[src/rtl/regfile_pkg.sv]
// Shared definitions for the multiport integer register bank.
package regfile_pkg;

    // Sweep FSM encoding: INIT clears the bank, RUN accepts accesses.
    typedef enum logic {
        ST_INIT = 1'b0,
        ST_RUN  = 1'b1
    } rf_state_e;

    // Upper bound on read ports supported by the bank.
    localparam int MAX_RD_PORTS = 4;

    // Number of registers addressed by a select of the given width.
    function automatic int depth_of(input int addr_w);
        return 1 << addr_w;
    endfunction

endpackage

[src/rtl/regfile_scoreboard.sv]
// Per-register busy scoreboard: alloc marks a register as awaiting a result,
// writeback clears it; a same-cycle alloc to the written register wins.
module regfile_scoreboard
    import regfile_pkg::*;
#(
    parameter int ADDR_W   = 5,
    parameter int NUM_RD   = 2,
    parameter int ZERO_REG = 1
) (
    input  logic                     clk,
    input  logic                     rst,
    input  logic                     ready_i,
    input  logic                     alloc_en_i,
    input  logic [ADDR_W-1:0]        alloc_sel_i,
    input  logic                     wr_en_i,
    input  logic [ADDR_W-1:0]        wr_sel_i,
    input  logic [NUM_RD*ADDR_W-1:0] rd_sel_i,
    output logic [NUM_RD-1:0]        rd_busy_o
);

    localparam int DEPTH = depth_of(ADDR_W);

    logic [DEPTH-1:0] busy_q;
    logic [DEPTH-1:0] busy_d;
    logic             set_ok;
    logic             clr_ok;

    // x0 never becomes busy when it is hardwired to zero.
    assign set_ok = ready_i && alloc_en_i && !((ZERO_REG != 0) && (alloc_sel_i == '0));
    assign clr_ok = ready_i && wr_en_i;

    // Next busy vector: clear first, then set, so a new producer overrides the retiring one.
    always_comb begin
        busy_d = busy_q;
        if (clr_ok) begin
            busy_d[wr_sel_i] = 1'b0;
        end
        if (set_ok) begin
            busy_d[alloc_sel_i] = 1'b1;
        end
    end

    // Busy state register; reset empties the scoreboard and drops this edge's updates.
    always_ff @(posedge clk) begin
        if (rst) begin
            busy_q <= '0;
        end else begin
            busy_q <= busy_d;
        end
    end

    for (genvar k = 0; k < NUM_RD; k++) begin : g_busy
        assign rd_busy_o[k] = busy_q[rd_sel_i[k*ADDR_W +: ADDR_W]];
    end

endmodule

[src/rtl/regfile_multiport.sv]
// Integer register bank: NUM_RD combinational read ports, one write port,
// optional write-to-read forwarding, optional hardwired-zero x0, busy scoreboard,
// and a post-reset sweep that clears every register before accesses are accepted.
module regfile_multiport
    import regfile_pkg::*;
#(
    parameter int ADDR_W   = 5,
    parameter int DATA_W   = 32,
    parameter int NUM_RD   = 2,
    parameter int BYPASS   = 1,
    parameter int ZERO_REG = 1
) (
    input  logic                     clk,
    input  logic                     rst,
    input  logic [NUM_RD*ADDR_W-1:0] rd_sel,
    output logic [NUM_RD*DATA_W-1:0] rd_data,
    output logic [NUM_RD-1:0]        rd_busy,
    input  logic                     wr_en,
    input  logic [ADDR_W-1:0]        wr_sel,
    input  logic [DATA_W-1:0]        wr_data,
    input  logic                     alloc_en,
    input  logic [ADDR_W-1:0]        alloc_sel,
    output logic                     ready
);

    localparam int                DEPTH    = depth_of(ADDR_W);
    localparam logic [ADDR_W:0]   IDX_LAST = (ADDR_W + 1)'(DEPTH - 1);

    rf_state_e         state_q;
    logic [ADDR_W:0]   idx_q;
    logic              ready_q;
    logic [DATA_W-1:0] mem_q [DEPTH];
    logic              wr_ok;

    // A write lands only once the bank is live, outside reset, and not aimed at a hardwired x0.
    assign wr_ok = ready_q && wr_en && !rst && !((ZERO_REG != 0) && (wr_sel == '0));

    // Sweep FSM: walk idx across the bank once after reset, then raise ready.
    always_ff @(posedge clk) begin
        if (rst) begin
            state_q <= ST_INIT;
            idx_q   <= '0;
            ready_q <= 1'b0;
        end else begin
            case (state_q)
                ST_INIT: begin
                    idx_q <= idx_q + 1'b1;
                    if (idx_q == IDX_LAST) begin
                        state_q <= ST_RUN;
                        ready_q <= 1'b1;
                    end
                end
                ST_RUN: begin
                    state_q <= ST_RUN;
                end
                default: begin
                    state_q <= ST_INIT;
                end
            endcase
        end
    end

    // Storage: cleared one entry per edge during the sweep, written by writeback afterwards.
    always_ff @(posedge clk) begin
        if (!rst) begin
            if (state_q == ST_INIT) begin
                mem_q[idx_q[ADDR_W-1:0]] <= '0;
            end else if (wr_ok) begin
                mem_q[wr_sel] <= wr_data;
            end
        end
    end

    for (genvar k = 0; k < NUM_RD; k++) begin : g_rd
        logic [ADDR_W-1:0] sel;
        logic [DATA_W-1:0] data;

        assign sel = rd_sel[k*ADDR_W +: ADDR_W];

        // Read mux: zero until live, zero for hardwired x0, forwarded write data, else stored value.
        always_comb begin
            data = mem_q[sel];
            if (!ready_q) begin
                data = '0;
            end else if ((ZERO_REG != 0) && (sel == '0)) begin
                data = '0;
            end else if ((BYPASS != 0) && wr_ok && (wr_sel == sel)) begin
                data = wr_data;
            end
        end

        assign rd_data[k*DATA_W +: DATA_W] = data;
    end

    regfile_scoreboard #(
        .ADDR_W   (ADDR_W),
        .NUM_RD   (NUM_RD),
        .ZERO_REG (ZERO_REG)
    ) u_scoreboard (
        .clk         (clk),
        .rst         (rst),
        .ready_i     (ready_q),
        .alloc_en_i  (alloc_en),
        .alloc_sel_i (alloc_sel),
        .wr_en_i     (wr_en),
        .wr_sel_i    (wr_sel),
        .rd_sel_i    (rd_sel),
        .rd_busy_o   (rd_busy)
    );

    assign ready = ready_q;

endmodule
[config.mk]
export PLATFORM = sky130hd
export DESIGN_NAME = regfile_multiport
export DESIGN_NICKNAME = d
export VERILOG_FILES = /design/src/rtl/regfile_pkg.sv /design/src/rtl/regfile_scoreboard.sv /design/src/rtl/regfile_multiport.sv
export SDC_FILE = /design/constraint.sdc
export NUM_CORES = 1
export LEC_CHECK = 0
export CAP_MARGIN = 20
export CORE_MARGIN = 2
export CORE_UTILIZATION = 50
export DETAILED_ROUTE_END_ITERATION = 10
export PLACE_DENSITY_LB_ADDON = 0.2
export SLEW_MARGIN = 20
export SYNTH_ARGS = -nofsm -noshare
export SYNTH_HDL_FRONTEND = slang
export SYNTH_HIERARCHICAL = 1
export SYNTH_SLANG_ARGS = --single-unit
[constraint.sdc]
create_clock -name clk -period 5.5 [get_ports clk]
set_input_delay 0.55 -clock clk [delete_from_list [all_inputs] [get_ports clk]]
set_output_delay 0.55 -clock clk [all_outputs]
set_load 0.01 [all_outputs]
==> reports/results.ini <==
[floorplan]
rows = 117
die_h_um = 325
fp.dieW_um = 325
initial_core_util = 0.505
coreArea_mm2 = 0.102
dieArea_mm2 = 0.106
num_io_pins = 123

[finish]
fin_nets = 3394
layout_common_cells = 1024 x edfxtp_1, 482 x mux2i_1, 307 x mux4_2
final_common_cell = edfxtp_1
synthToLayoutAreaGrowth_pct = 13.1
final_area_mm2 = 0.0583
diodes = 0
layout-drive-gt1-share = 0.204
fillers = 7851

[routing]
routed_wl_mm = 173
dr.pass1.iters = 6
drt-wirelength-per-cell_um = 36.2
drc_errors = 0
viasPerCell = 7.24
drtIter0Drc = 5293
ant_nets = 0
vias = 34700

[synth]
synthFlopType = edfxtp_1
syn_area_mm2 = 0.0516
synthCells = 3219
ys_seq_elements = 1064
synth.area.top_cells = edfxtp_1 60%, mux4_2 13%, mux2i_1 9.4%, o221ai_1 3.2%, dfxtp_1 1.6%
syn-num-nets = 3276
synth_cell_types = 66
syn_avg_cell_area_um2 = 16.0
yosysWarnings = 6
yosysSeqAreaShare = 0.612
synthDominantCellAreaShare = 0.596
synth_top_cell_by_area = edfxtp_1
synth_edf_count = 1024
synthArstFlopShare = 0

[clock_network]
cts-root-buf = clkbuf_16
clock_sinks = 1064
htreeDepth = 3
cts_setup_buffers = 0
cts_tree = done
cts_made_buffers = 110
cts_max_path_buffers = 3
ctsResizeCount = 0
hold_buffers = 0
clock_latency_ps = 710
path_clk_slew_ps = 70

[sta]
slew_viol_final = 0
fin_crit_sh = 0.979
skew_ps = 28.1
maxSlewHeadroom = 0.190
tns_ps = 0
setup-violations-final = 0
fin_hold_ws_ps = 491
grt_setup_unrepaired = no
final_hold_viol_count = 0
tightest_slew_ps = 1210
fin_crit_ps = 5390
max_freq_mhz = 186

[worst_setup_path]
cp.arrival_ps = 4840
path_buf_inv = 1
critPathLaunchType = flip-flop
critPathTopFamily = compound AO/OA/AOI/OAI gates
setup.worst_path.start = ready
crit_chain = and3b_1, o21a_4, nand2_1, o21ai_0, o221a_2, clkdlybuf4s50_1
cp_max_fo = 36
crit_type = reg -> out
worstPathRequired_ps = 4950
slowest_stage = nand2_1
reg2reg_from = ready
setup.worst_path.end_class = output port
cpPeakStageDelay_ps = 930

[global_route]
antenna_found_initial = 4
grt.overflow.total = 0
grt_pass1_wl_mm = 245
grt_util_all_layers = 0.322
grt_max_degree = 89
grt_pass1_vias = 34200

[place]
hpwl_mm = 102
gp_congestion = 0.906
io_buffers = 122
place_area_mm2 = 0.0548

[power_and_ir_drop]
ir_drop_mv = 0.267
leakagePower_nw = 21.0
power.density_mw_per_mm2 = 299

[job]
cap_viol_max_count = 0

[hold_path]
min_from = u_scoreboard/busy_q[14]
min_path_type = reg -> reg

[run_status]
outcome = finished, final reports clean

[metrics by stage]
stage / util / cells / total power [mW] / setup WS (ps)
global route: 0.572 / 4796 / 17.8 / 178
CTS: 0.572 / 4796 / 17.4 / 389
floorplan: - / 3219 / 9.75 / 1640
global placement: 0.537 / 4593 / 10.2 / 550
detailed placement: 0.537 / 4593 / 10.2 / 529
finish: 0.572 / 4796 / 17.4 / 115
[routing by layer]
metal	global-route usage	share of wire	up-vias
li1	-	-	13700
met1	0.450	0.38	17900
met2	0.490	0.45	2621
met3	0.0820	0.13	483
met4	0.122	0.042	4
met5	0	0.00015	-
[synthesized netlist by cell type (12+ instances only)]
library cell / n
o31ai_1: 13
a21oi_1: 134
nand2b_1: 15
nor2_1: 101
o22ai_1: 120
and3_1: 36
a211oi_1: 15
mux2i_1: 482
buf_6: 14
dfxtp_1: 40
nand3_1: 53
nor3b_1: 13
o221ai_1: 186
buf_4: 67
mux4_2: 307
nor3_1: 24
clkbuf_1: 121
nand2_1: 123
buf_1: 12
buf_2: 43
a2bb2oi_1: 12
a31oi_1: 22
o21ai_0: 110
edfxtp_1: 1024
nor2b_1: 18
[kinds of logic (layout without fill, tap and decap cells)]
family | Yosys count | count (layout) | share of synthesized area
AO/OA/AOI/OAI | 664 | 664 | 0.0889
XOR/XNOR | 14 | 14 | 0.00238
adder cells (fa/ha/maj) | 1 | 1 | 0.000243
buffers and inverters | 267 | 476 | 0.0281
flip-flops | 1064 | 1064 | 0.612
multiplexers | 789 | 789 | 0.228
AND/OR/NAND/NOR | 420 | 420 | 0.0407
[power breakdown]
part	switching (mW)	total (mW)	internal, mW
Sequential	0.0215	8.82	8.80
Clock	3.19	7.35	4.16
Combinational	0.818	1.27	0.452
[path summary, 6_finish.rpt]
path	cells past startpoint	slack (ps)	endpoint
worst max-delay path	6	110	rd_data[4]
worst min register to register	2	490	u_scoreboard/busy_q[14]
worst min-delay path	2	490	u_scoreboard/busy_q[14]
worst max register to register	6	1460	mem_q[29][16]
[flip-flops by register name, indices dropped and copies added, names as in the netlist]
name	cells
mem_q	1024
state_q	1
ready	1
idx_q	6
u_scoreboard/busy_q	32
[cell type report]
| class | instances | area [um2] | area share |
|---|---|---|---|
| sequential | 1064 | 31600 | 0.541 |
| clock buffer | 133 | 2900 | 0.0497 |
| timing repair buffer | 266 | 2700 | 0.0463 |
| tap | 1368 | 1710 | 0.0293 |
| multi-input combinational | 1888 | 18900 | 0.323 |
| inverter | 7 | 28.8 | 0.000493 |
| clock inverter | 70 | 581 | 0.00995 |
[worst reg2reg max path: cells and delay by family, from the launching register on]
| kind | cells | cell delay (ps) |
|---|---|---|
| buffers and inverters | 1 | 650 |
| flip-flops | 1 | 690 |
| AND/OR/NAND/NOR | 3 | 1370 |
| AO/OA/AOI/OAI | 2 | 940 |
(Power assumes the default switching activity.)
